<file path="config.mk">
export PLATFORM = sky130hd
export DESIGN_NAME = fetch_unit_flat
export DESIGN_NICKNAME = d
export VERILOG_FILES = /design/src/rtl/fetch_unit_if.sv /design/src/rtl/fetch_unit.sv /design/src/flat_wrapper.sv
export SDC_FILE = /design/constraint.sdc
export NUM_CORES = 1
export LEC_CHECK = 0
export ABC_AREA = 1
export ABC_CLOCK_PERIOD_IN_PS = 7600
export BUFFER_PORTS_ARGS = -buffer_cell sky130_fd_sc_hd__buf_2
export CORE_MARGIN = 5
export CORE_UTILIZATION = 50
export DETAILED_ROUTE_END_ITERATION = 7
export PLACE_DENSITY_LB_ADDON = 0.12
export SETUP_SLACK_MARGIN = 0.1
export SLEW_MARGIN = 25
export SYNTH_ARGS = -nofsm -noshare
export SYNTH_HDL_FRONTEND = slang
export SYNTH_SLANG_ARGS = --single-unit
export TNS_END_PERCENT = 1
</file>
<file path="constraint.sdc">
create_clock -name clk -period 7.6 [get_ports clk]
set_clock_uncertainty 0.2 [all_clocks]
set_input_delay 0.38 -clock clk [delete_from_list [all_inputs] [get_ports clk]]
set_output_delay 0.38 -clock clk [all_outputs]
set_load 0.02 [all_outputs]
</file>
<file path="src/rtl/fetch_unit_if.sv">
// rtl/fetch_unit_if.sv - fetch unit handshake bundle: memory request/response, decode output, execute redirect
interface fetch_unit_if;
  logic        req_valid;
  logic        req_ready;
  logic [15:0] req_addr;
  logic        resp_valid;
  logic [15:0] resp_data;
  logic        inst_valid;
  logic        inst_ready;
  logic [15:0] inst;
  logic [15:0] inst_pc;
  logic        redirect_valid;
  logic [15:0] redirect_pc;

  modport master (
    output req_valid, req_addr, inst_valid, inst, inst_pc,
    input  req_ready, resp_valid, resp_data, inst_ready, redirect_valid, redirect_pc
  );

  modport slave (
    input  req_valid, req_addr, inst_valid, inst, inst_pc,
    output req_ready, resp_valid, resp_data, inst_ready, redirect_valid, redirect_pc
  );
endinterface

</file>
<file path="src/rtl/fetch_unit.sv">
// rtl/fetch_unit.sv - credit-limited instruction fetch with redirect flush; FETCH_STATS_EN adds redirect/drop counters
module fetch_unit #(
  parameter int          DEPTH    = 4,
  parameter logic [15:0] RESET_PC = 16'h0000
) (
  input  logic          clk,
  input  logic          reset,
  fetch_unit_if.master  bus
`ifdef FETCH_STATS_EN
  ,
  output logic [15:0]   stat_redirects,
  output logic [15:0]   stat_dropped
`endif
);

  localparam int AW = (DEPTH > 1) ? $clog2(DEPTH) : 1;
  localparam int CW = AW + 1;

  logic [15:0]   fetch_pc_q, fetch_pc_d;
  logic [15:0]   resp_pc_q, resp_pc_d;
  logic [CW-1:0] outstanding_q, outstanding_d;
  logic [CW-1:0] drop_q, drop_d;
  logic [CW-1:0] count_q, count_d;
  logic [AW-1:0] rd_ptr_q, rd_ptr_d;
  logic [AW-1:0] wr_ptr_q, wr_ptr_d;
  logic [31:0]   buf_q [DEPTH];

  logic          redirect;
  logic [15:0]   target_pc;
  logic [CW:0]   in_use;
  logic          req_valid;
  logic          req_fire;
  logic          resp_ok;
  logic          push;
  logic          inst_valid;
  logic          pop;

  assign redirect  = bus.redirect_valid;
  assign target_pc = {bus.redirect_pc[15:1], 1'b0};
  // Outstanding requests hold a buffer slot in reserve, so a push can never overflow.
  assign in_use    = {1'b0, outstanding_q} + {1'b0, count_q};

  assign req_valid  = !reset && !redirect && (in_use < (CW+1)'(DEPTH));
  assign req_fire   = req_valid && bus.req_ready;
  assign resp_ok    = bus.resp_valid && (outstanding_q != '0);
  assign push       = resp_ok && !redirect && (drop_q == '0);
  assign inst_valid = !reset && !redirect && (count_q != '0);
  assign pop        = inst_valid && bus.inst_ready;

  assign bus.req_valid  = req_valid;
  assign bus.req_addr   = fetch_pc_q;
  assign bus.inst_valid = inst_valid;
  assign bus.inst       = buf_q[rd_ptr_q][31:16];
  assign bus.inst_pc    = buf_q[rd_ptr_q][15:0];

  always_comb begin
    fetch_pc_d    = fetch_pc_q;
    resp_pc_d     = resp_pc_q;
    drop_d        = drop_q;
    count_d       = count_q;
    rd_ptr_d      = rd_ptr_q;
    wr_ptr_d      = wr_ptr_q;
    outstanding_d = outstanding_q + CW'(req_fire) - CW'(resp_ok);

    if (redirect) begin
      // Everything still in flight after this cycle's retire is stale.
      fetch_pc_d = target_pc;
      resp_pc_d  = target_pc;
      drop_d     = outstanding_q - CW'(resp_ok);
      count_d    = '0;
      rd_ptr_d   = '0;
      wr_ptr_d   = '0;
    end else begin
      if (req_fire) begin
        fetch_pc_d = fetch_pc_q + 16'd2;
      end
      if (resp_ok && (drop_q != '0)) begin
        drop_d = drop_q - CW'(1);
      end
      if (push) begin
        wr_ptr_d  = wr_ptr_q + AW'(1);
        resp_pc_d = resp_pc_q + 16'd2;
      end
      if (pop) begin
        rd_ptr_d = rd_ptr_q + AW'(1);
      end
      count_d = count_q + CW'(push) - CW'(pop);
    end
  end

  always_ff @(posedge clk) begin
    if (reset) begin
      fetch_pc_q    <= RESET_PC;
      resp_pc_q     <= RESET_PC;
      outstanding_q <= '0;
      drop_q        <= '0;
      count_q       <= '0;
      rd_ptr_q      <= '0;
      wr_ptr_q      <= '0;
    end else begin
      fetch_pc_q    <= fetch_pc_d;
      resp_pc_q     <= resp_pc_d;
      outstanding_q <= outstanding_d;
      drop_q        <= drop_d;
      count_q       <= count_d;
      rd_ptr_q      <= rd_ptr_d;
      wr_ptr_q      <= wr_ptr_d;
    end
  end

  always_ff @(posedge clk) begin
    if (push) begin
      buf_q[wr_ptr_q] <= {bus.resp_data, resp_pc_q};
    end
  end

`ifdef FETCH_STATS_EN
  logic [15:0] stat_redirects_q;
  logic [15:0] stat_dropped_q;
  logic        drop_event;

  assign drop_event     = resp_ok && (redirect || (drop_q != '0));
  assign stat_redirects = stat_redirects_q;
  assign stat_dropped   = stat_dropped_q;

  always_ff @(posedge clk) begin
    if (reset) begin
      stat_redirects_q <= '0;
      stat_dropped_q   <= '0;
    end else begin
      if (redirect && (stat_redirects_q != 16'hFFFF)) begin
        stat_redirects_q <= stat_redirects_q + 16'd1;
      end
      if (drop_event && (stat_dropped_q != 16'hFFFF)) begin
        stat_dropped_q <= stat_dropped_q + 16'd1;
      end
    end
  end
`endif

endmodule
</file>
<file path="src/flat_wrapper.sv">
// flat-port wrapper written by rule: the top's interface ports become plain ports
module fetch_unit_flat 
#(
  parameter int          DEPTH    = 4,
  parameter logic [15:0] RESET_PC = 16'h0000
)
  (clk, reset, bus_req_valid, bus_req_addr, bus_inst_valid, bus_inst, bus_inst_pc, bus_req_ready, bus_resp_valid, bus_resp_data, bus_inst_ready, bus_redirect_valid, bus_redirect_pc);
  fetch_unit_if bus_i ();
  input  logic clk;
  input  logic reset;
  output wire logic [$bits(bus_i.req_valid)-1:0] bus_req_valid;
  output wire logic [$bits(bus_i.req_addr)-1:0] bus_req_addr;
  output wire logic [$bits(bus_i.inst_valid)-1:0] bus_inst_valid;
  output wire logic [$bits(bus_i.inst)-1:0] bus_inst;
  output wire logic [$bits(bus_i.inst_pc)-1:0] bus_inst_pc;
  input wire logic [$bits(bus_i.req_ready)-1:0] bus_req_ready;
  input wire logic [$bits(bus_i.resp_valid)-1:0] bus_resp_valid;
  input wire logic [$bits(bus_i.resp_data)-1:0] bus_resp_data;
  input wire logic [$bits(bus_i.inst_ready)-1:0] bus_inst_ready;
  input wire logic [$bits(bus_i.redirect_valid)-1:0] bus_redirect_valid;
  input wire logic [$bits(bus_i.redirect_pc)-1:0] bus_redirect_pc;
  assign bus_req_valid = bus_i.req_valid;
  assign bus_req_addr = bus_i.req_addr;
  assign bus_inst_valid = bus_i.inst_valid;
  assign bus_inst = bus_i.inst;
  assign bus_inst_pc = bus_i.inst_pc;
  assign bus_i.req_ready = bus_req_ready;
  assign bus_i.resp_valid = bus_resp_valid;
  assign bus_i.resp_data = bus_resp_data;
  assign bus_i.inst_ready = bus_inst_ready;
  assign bus_i.redirect_valid = bus_redirect_valid;
  assign bus_i.redirect_pc = bus_redirect_pc;
  fetch_unit #(.DEPTH(DEPTH), .RESET_PC(RESET_PC)) u_core (.clk(clk), .reset(reset), .bus(bus_i));
endmodule
</file>
==> flow_summary_export.csv, run 1 <==
group,metric,value,unit
route,drt_iter0_drc,416,
floorplan,fp.dieH,133,µm
place,dp_slack,4.42,ns
global_route,grt_pass1_wl,26700,µm
timing,hold_ws,0.0240,ns
clock_network,cts.sinks,169,
logic_synthesis,synth_seq_cells,169,
logic_synthesis,syn_inst,756,
clock_network,clk-insertion-delay-late,0.42,ns
timing,slew_headroom,30.9,%
place,gp_congestion,0.838,
logic_synthesis,synthFlopType,"edfxtp_1",
global_route,grt.total_usage,18.6,%
clock_network,cts_root_buf,"clkbuf_16",
logic_synthesis,synth_seq_area_share,61.6,%
timing,min_period,3.41,ns
critical_path,crit_slowest_cell,"clkinv_1",
logic_synthesis,syn-cell-area,0.00750,mm²
place,dpl.cell_count,997,
route,ant_nets,0,
critical_path,cpMostUsedCell,"buf_4",
critical_path,required,7.02,ns
global_route,grt_max_degree,64,
critical_path,worstPathArrival,2.83,ns
cells_and_area,fillers,1264,
floorplan,die-area,0.0176,mm²
timing,maxSlewViolCount,0,
floorplan,row_count,44,
critical_path,critPathLaunchType,"flip-flop",
clock_network,clk_pin_slew,0.06,ns
floorplan,initial_core_util,51.2,%
route,first_pass_iters,4,
timing,min_period_over_period,44.9,%
route,postRouteWirelength,16100,µm
critical_path,cp_max_fo,63,
logic_synthesis,synth_edf_count,124,
timing,setup_viol_count_final,0,
flow_run,drv_cap,0,
power,max-vdd-ir-drop,0.143,mV
critical_path,end_kind,"output port",
critical_path,max_stage_delay,0.61,ns
critical_path,worstSetupPathType,"reg2out",
power,p_leak,3.44,nW
logic_synthesis,synth_async_sr_flop_share,0,%
timing,fin_ws,4.19,ns
floorplan,ios,88,
critical_path,crit_path_cell_trace,"buf_4, clkinv_1, buf_4, o21ai_0, o22ai_1, buf_2",
floorplan,coreArea,0.0146,mm²
logic_synthesis,syn_area_per_cell,9.93,µm²
clock_network,postCtsSetupBuffers,0,
clock_network,htreeDepth,4,
timing,final.setup.tns,0,ns
global_route,overflow,0,
cells_and_area,syn_to_final_growth,17.0,%
outcome,status,"completed",
route,via_per_inst,5.28,
logic_synthesis,synth_area_leaders,"edfxtp_1 (50%), dfxtp_1 (12%), nor2_1 (6.0%)",
logic_synthesis,yosys.area.top_type,"edfxtp_1",
clock_network,cts_tree,"built",
logic_synthesis,synth_warnings,0,
route,num_vias,5524,
hold_path,hold_path_class,"in2reg",
route,routedWlPerCell,15.4,µm
place,dpl.hpwl,10100,µm
cells_and_area,num_antenna_cells,0,
global_route,grt_pass1_vias,5506,
route,drc,0,
power,p_total,2.10,mW
place,portBuffers,84,
timing,rsz0062_at_grt,"false",
floorplan,die_x,133,µm
logic_synthesis,synth_top_area_share,49.6,%
global_route,antenna_found_initial,0,
timing,max_freq,293,MHz
cells_and_area,final_cell_count_no_fill,1046,
logic_synthesis,synth.distinct_cells,34,
clock_network,clk_path_buf_depth,2,
clock_network,cts_buffers,17,
cells_and_area,layout_common_cells,"edfxtp_1 (124), nor2_1 (115), nand2_1 (114)",
timing,tightestPinTransition,1.03,ns
power,powerDensity,239,mW/mm²
cells_and_area,mostFrequentLayoutCell,"edfxtp_1",
cells_and_area,num-nets-final,905,
timing,final_hold_viol_count,0,
cells_and_area,drive_gt1_share,15.5,%
worst paths after layout:
kind,end,depth (start not counted),slack (ns),start
worst max-delay path,bus_inst_pc[4],6,4.19,flip-flop
worst min-delay path,u_core.resp_pc_q[11],3,0.02,bus_redirect_pc[11]
worst max register to register,u_core.count_q[2],11,4.70,u_core.drop_q[0]
worst min register to register,flip-flop,2,0.28,u_core.rd_ptr_q[0]
state kept, by name, indices dropped and copies added, names as in the netlist, named ones only:
signal	count
u_core.buf_q	124
u_core.bus.req_addr	15
u_core.count_q	3
u_core.drop_q	3
u_core.outstanding_q	3
u_core.rd_ptr_q	2
u_core.resp_pc_q	15
u_core.wr_ptr_q	2
worst max-delay path, delay by kind of cell, from the launching register on:
| family | cells | cell delay, ns |
|---|---|---|
| buf+inv | 4 | 1.72 |
| compound gates | 2 | 0.34 |
| flops | 1 | 0.31 |
timing repair:
item	CTS	global route
resized for setup	0	0
hold buffers	16	0
endpoints found under the hold margin	64	0
setup endpoints to repair	0	0
power by group:
group          leakage [nW]  switching (mW)  internal [mW]
clock network         0.239           0.334          0.413
registers              1.50          0.0360           1.04
logic                  1.70           0.175          0.100
total                  3.44           0.545           1.55
layer usage:
| layer | global-route usage, % | wire (µm) | share of wire, % | up-vias |
|---|---|---|---|---|
| li1 | - | - | - | 2773 |
| met1 | 24.1 | 7160 | 44 | 2592 |
| met2 | 31.9 | 7960 | 49 | 143 |
| met3 | 3.99 | 821 | 5.1 | 16 |
| met4 | 5.20 | 173 | 1.1 | 0 |
| met5 | 0 | 0 | 0 | - |
cell usage after synthesis (2+ instances only):
cell type and instances:
a21boi_0 2, a21oi_1 26, buf_2 7, buf_4 2, buf_6 2, clkbuf_1 21, clkinv_1 2, dfxtp_1 45
edfxtp_1 124, fa_1 2, ha_1 16, inv_1 66, mux2i_1 2, nand2_1 114, nand2_4 3, nand3_1 57
nand4_1 9, nor2_1 119, nor2_2 2, nor2_4 3, o21ai_0 78, o21ai_1 4, o21bai_1 3, o22ai_1 31
xor2_1 7
area by class of cell:
| class | instances | area (µm²) | share of cell area, % |
|---|---|---|---|
| clock inverter | 13 | 81.3 | 0.927 |
| timing repair buffer | 105 | 646 | 7.36 |
| sequential | 169 | 4630 | 52.7 |
| clock buffer | 19 | 433 | 4.93 |
| inverter | 70 | 264 | 3.01 |
| tap | 184 | 230 | 2.62 |
| multi-input combinational | 486 | 2500 | 28.5 |
through the flow:
stage / utilization, % / instance area [µm²]
after global placement: 55.0 / 8060
after global routing: 59.9 / 8780
final: 59.9 / 8780
after detailed placement: 55.2 / 8090
after floorplan: - / 7510
after CTS: 59.8 / 8760
cells by family after synthesis:
family	after synthesis	share of synthesized area (%)
AOI/OAI and AO/OA	146	10.5
xor gates and xnor gates	8	0.934
adders and majority gates	18	3.20
buffers and inverters	102	5.54
DFF	169	61.6
muxes	2	0.267
other	1	0.0500
and+or+nand+nor	310	17.9
Note: power is estimated with default switching activity, not from simulation.
==> run 2, diff against run 1 <==
--- a/config.mk
+++ b/config.mk
@@ -6,7 +6,7 @@
 export NUM_CORES = 1
 export LEC_CHECK = 0
 export ABC_AREA = 1
-export ABC_CLOCK_PERIOD_IN_PS = 7600
+export ABC_CLOCK_PERIOD_IN_PS = 2800
 export BUFFER_PORTS_ARGS = -buffer_cell sky130_fd_sc_hd__buf_2
 export CORE_MARGIN = 5
 export CORE_UTILIZATION = 50
==> constraint.sdc (replaced) <==
create_clock -name clk -period 2.8 [get_ports clk]
set_clock_uncertainty 0.2 [all_clocks]
set_input_delay 0.14 -clock clk [delete_from_list [all_inputs] [get_ports clk]]
set_output_delay 0.14 -clock clk [all_outputs]
set_load 0.02 [all_outputs]
==> flow_summary_export.csv, run 2 (synthesis results as in run 1) <==
group,metric,value,unit
hold_path,hold_path_class,"reg2reg",
power,max-vdd-ir-drop,0.432,mV
floorplan,initial_core_util,51.2,%
place,dpl.cell_count,1005,
route,first_pass_iters,5,
critical_path,path_delay_family,"buffers and inverters",
route,num_vias,5664,
cells_and_area,final_cell_count_no_fill,1072,
floorplan,fp.dieH,133,µm
clock_network,clk_pin_slew,0.06,ns
place,dpl.hpwl,10400,µm
timing,tightestPinTransition,0.596,ns
clock_network,postCtsSetupBuffers,0,
timing,min_period_over_period,88.0,%
clock_network,clk-insertion-delay-late,0.43,ns
cells_and_area,drive_gt1_share,16.3,%
timing,max_freq,406,MHz
critical_path,worstPathArrival,2.57,ns
place,portBuffers,84,
cells_and_area,fin_util,62.1,%
route,via_per_inst,5.28,
cells_and_area,top_register,"u_core.buf_q",
global_route,grt.total_usage,19.2,%
power,p_leak,3.60,nW
timing,slew_headroom,60.3,%
timing,final.setup.tns,0,ns
critical_path,cp_num_buf_inv,5,
clock_network,cts_tree,"built",
floorplan,row_count,44,
timing,final_hold_viol_count,0,
flow_run,drv_cap,0,
cells_and_area,mostFrequentLayoutCell,"edfxtp_1",
critical_path,worstSetupPathType,"in2reg",
clock_network,cts_root_buf,"clkbuf_16",
cells_and_area,num_antenna_cells,0,
cells_and_area,syn_to_final_growth,21.3,%
critical_path,end_kind,"flip-flop",
critical_path,critPathLaunchType,"input pin",
critical_path,startpoint,"bus_redirect_valid",
cells_and_area,largest_reg_flops,124,
route,drc,0,
timing,maxSlewViolCount,0,
timing,setup_viol_count_final,0,
outcome,status,"completed",
global_route,overflow,0,
critical_path,crit_path_cell_trace,"dlygate4sd3_1, buf_2, nor2_8, inv_1, a31oi_2, nand2_1, inv_1, ha_1, inv_1, ha_1, fa_1, xor2_1, o21ai_0, a21oi_1",
clock_network,clk_path_buf_depth,2,
global_route,antenna_found_initial,0,
cells_and_area,layout_common_cells,"edfxtp_1 (124), nor2_1 (115), nand2_1 (114)",
clock_network,cts_buffers,17,
critical_path,required,2.90,ns
route,ant_nets,0,
floorplan,die-area,0.0176,mm²
floorplan,ios,88,
timing,rsz0062_at_grt,"false",
hold_path,hold_path_startpoint,"u_core.rd_ptr_q[1]",
place,gp_congestion,0.829,
critical_path,r2r_start,"u_core.count_q[1]",
critical_path,cpMostUsedCell,"inv_1",
global_route,grt_pass1_wl,27100,µm
critical_path,cp_max_fo,3,
cells_and_area,num-nets-final,932,
clock_network,cts.sinks,169,
timing,min_period,2.46,ns
route,drt_iter0_drc,319,
clock_network,htreeDepth,4,
floorplan,coreArea,0.0146,mm²
route,routedWlPerCell,15.4,µm
critical_path,max_stage_delay,0.53,ns
global_route,grt_pass1_vias,5672,
floorplan,die_x,133,µm
critical_path,crit_slowest_cell,"dlygate4sd3_1",
global_route,grt_max_degree,63,
route,postRouteWirelength,16600,µm
power,powerDensity,659,mW/mm²
## run 2: changes by cell type in the layout (fill, tap and decap cells not counted), sizes merged
cell,delta
buf,+7
bufinv,+3
clkbuf,-2
clkinvlp,-2
dlygate4sd3,+20
## run 2: power breakdown
part	switching (mW)	internal (mW)	leakage (nW)	total, mW
combinational	0.481	0.289	1.82	0.769
sequential	0.0963	2.82	1.50	2.91
clock	0.931	1.39	0.284	2.32
## run 2: layer usage
metal	GRT usage [%]	part of all wire, %	vias up
met1	23.6	44	2658
met2	33.0	49	159
met5	0	0	-
met4	7.51	1.6	0
li1	-	-	2826
met3	4.29	4.7	21
## run 2: repair_timing
item,CTS,global route
hold buffers,36,0
resized for setup,0,1
setup endpoints to repair,0,1
hold endpoints to repair,101,0
## run 2: cell type report
class	instances	area, µm²
timing repair buffer	132	896
sequential	169	4630
clock inverter	14	156
clock buffer	17	425
inverter	70	264
multi-input combinational	486	2500
fill	1205	5540
tap	184	230
## run 2: worst register-to-register path, cell delays in order (launching register included)
cell and delay (ns):
dfxtp_1 0.32, inv_1 0.17, a31oi_2 0.14, nand2_1 0.12, inv_1 0.05, ha_1 0.27, inv_1 0.04, ha_1 0.21
fa_1 0.39, xor2_1 0.19, o21ai_0 0.16, a21oi_1 0.05
## run 2: path summary, 6_finish.rpt
path	to	slack, ns	cells after the start
max	u_core.count_q[2]	0.34	14
min	flip-flop	0.26	2
max reg2reg	u_core.count_q[2]	0.38	11
min reg2reg	flip-flop	0.26	2
## run 2: per-stage QoR
stage / worst slack [ns] / power, mW / hold slack [ns] / area (µm²)
floorplan: -0.129 / 3.46 / 0.0389 / 7510
global placement: 0.536 / 3.67 / 0.151 / 8150
detailed placement: 0.421 / 3.70 / 0.160 / 8150
CTS: 0.351 / 6.05 / 0.253 / 9090
global route: 0.154 / 6.27 / 0.265 / 9100
finish: 0.337 / 6.00 / 0.263 / 9100
==> run 3, diff against run 2 <==
--- a/config.mk
+++ b/config.mk
@@ -11,6 +11,7 @@
 export CORE_MARGIN = 5
 export CORE_UTILIZATION = 50
 export DETAILED_ROUTE_END_ITERATION = 7
+export MAX_ROUTING_LAYER = met4
 export PLACE_DENSITY_LB_ADDON = 0.12
 export SETUP_SLACK_MARGIN = 0.1
 export SLEW_MARGIN = 25
==> flow_summary_export.csv, run 3 (synthesis results as in run 1) <==
group,metric,value,unit
timing,min_period_over_period,87.8,%
cells_and_area,fin_util,62.1,%
global_route,grt.total_usage,19.7,%
clock_network,cts_buffers,17,
cells_and_area,fin_area,0.00910,mm²
route,drc,0,
timing,tightestPinTransition,0.599,ns
critical_path,r2r_start,"u_core.count_q[1]",
place,portBuffers,84,
power,p_total,6.00,mW
critical_path,cp_max_fo,3,
floorplan,die_x,133,µm
critical_path,worstPathArrival,2.57,ns
floorplan,coreArea,0.0146,mm²
cells_and_area,largest_reg_flops,124,
global_route,grt_max_degree,63,
critical_path,critPathCapture,"u_core.count_q[2]",
timing,maxSlewViolCount,0,
route,routedWlPerCell,15.5,µm
place,dpl.cell_count,1005,
critical_path,end_kind,"flip-flop",
floorplan,row_count,44,
timing,final_hold_viol_count,0,
critical_path,r2r-end,"u_core.count_q[2]",
global_route,grt_pass1_wl,27100,µm
global_route,antenna_found_initial,0,
global_route,grt_pass1_vias,5684,
clock_network,cts_tree,"built",
clock_network,htreeDepth,4,
timing,slew_headroom,60.1,%
hold_path,hold_path_class,"in2reg",
place,gp_congestion,0.842,
critical_path,r2r_cells,11,
timing,fin_ws,0.341,ns
route,num_vias,5667,
route,drt_iter0_drc,368,
critical_path,worstSetupPathType,"in2reg",
clock_network,cts_root_buf,"clkbuf_16",
cells_and_area,final_cell_count_no_fill,1072,
route,first_pass_iters,5,
timing,max_freq,407,MHz
floorplan,initial_core_util,51.2,%
global_route,overflow,0,
clock_network,clk-insertion-delay-late,0.43,ns
floorplan,fp.dieH,133,µm
cells_and_area,regArea,0.00463,mm²
timing,setup_viol_count_final,0,
route,postRouteWirelength,16600,µm
clock_network,clk_pin_slew,0.06,ns
clock_network,clk_path_buf_depth,2,
cells_and_area,num_antenna_cells,0,
place,dp_slack,0.421,ns
flow_run,drv_cap,0,
cells_and_area,multiInputGateArea,0.00250,mm²
cells_and_area,mostFrequentLayoutCell,"edfxtp_1",
timing,hold_ws,0.263,ns
floorplan,die-area,0.0176,mm²
timing,rsz0062_at_grt,"false",
critical_path,critPathLaunchType,"input pin",
cells_and_area,fillers,1205,
cells_and_area,num-nets-final,932,
cells_and_area,drive_gt1_share,16.3,%
cells_and_area,syn_to_final_growth,21.3,%
critical_path,r2r_slack,0.38,ns
outcome,status,"completed",
route,ant_nets,0,
place,dpl.hpwl,10400,µm
power,powerDensity,659,mW/mm²
power,max-vdd-ir-drop,0.435,mV
route,via_per_inst,5.29,
cells_and_area,top_register,"u_core.buf_q",
place,place_area,0.00815,mm²
critical_path,required,2.91,ns
timing,min_period,2.46,ns
floorplan,ios,88,
hold_path,min_path_cells,2,
clock_network,cts.sinks,169,
cells_and_area,layout_common_cells,"edfxtp_1 (124), nor2_1 (115), nand2_1 (114)",
power,p_leak,3.60,nW
timing,final.setup.tns,0,ns
critical_path,startpoint,"bus_redirect_valid",
run 3: layout make-up:
class / count / share of cell area (%)
flip-flops and latches: 169 / 50.8
multi-input cells: 486 / 27.5
repair buffers: 132 / 9.84
clock buffers: 17 / 4.67
inverters: 70 / 2.90
well taps: 184 / 2.53
clock inverters: 14 / 1.72
run 3: critical path, cell delays in order:
cell	delay, ns
dlygate4sd3_1	0.53
buf_2	0.17
nor2_8	0.11
inv_1	0.08
a31oi_2	0.19
nand2_1	0.11
inv_1	0.07
ha_1	0.13
inv_1	0.04
ha_1	0.21
fa_1	0.39
xor2_1	0.19
o21ai_0	0.16
a21oi_1	0.05
run 3: layer usage:
metal  vias up  track usage [%]  share of wire [%]
met5         -                -                  0
met1      2672             23.6                 44
met4         0             7.51                2.1
met3        26             4.18                4.2
met2       134             33.0                 49
li1       2835                -                  -
run 3: power by group:
part           internal, mW  leakage, nW  switching, mW
clock network          1.39        0.284          0.934
registers              2.82         1.50         0.0968
logic                 0.288         1.82          0.479
total                  4.49         3.60           1.51
run 3: worst min path at each step:
stage                      from                  end  slack, ns
6_report       bus_resp_data[4]  u_core.buf_q[1][20]       0.26
3_5_place_dp   bus_resp_data[4]  u_core.buf_q[0][20]       0.16
5_1_grt        bus_resp_data[4]  u_core.buf_q[1][20]       0.26
4_1_cts        bus_resp_data[4]  u_core.buf_q[1][20]       0.25
2_1_floorplan  bus_resp_data[0]  u_core.buf_q[0][16]       0.04
3_3_place_gp   bus_resp_data[8]  u_core.buf_q[3][24]       0.15
run 3: repair_timing:
item | 4_1_cts | 5_1_grt
buffers inserted | 0 | 0
hold buffers | 36 | 0
resized for setup | 0 | 1
hold endpoints to repair | 101 | 0
setup endpoints to repair | 0 | 1
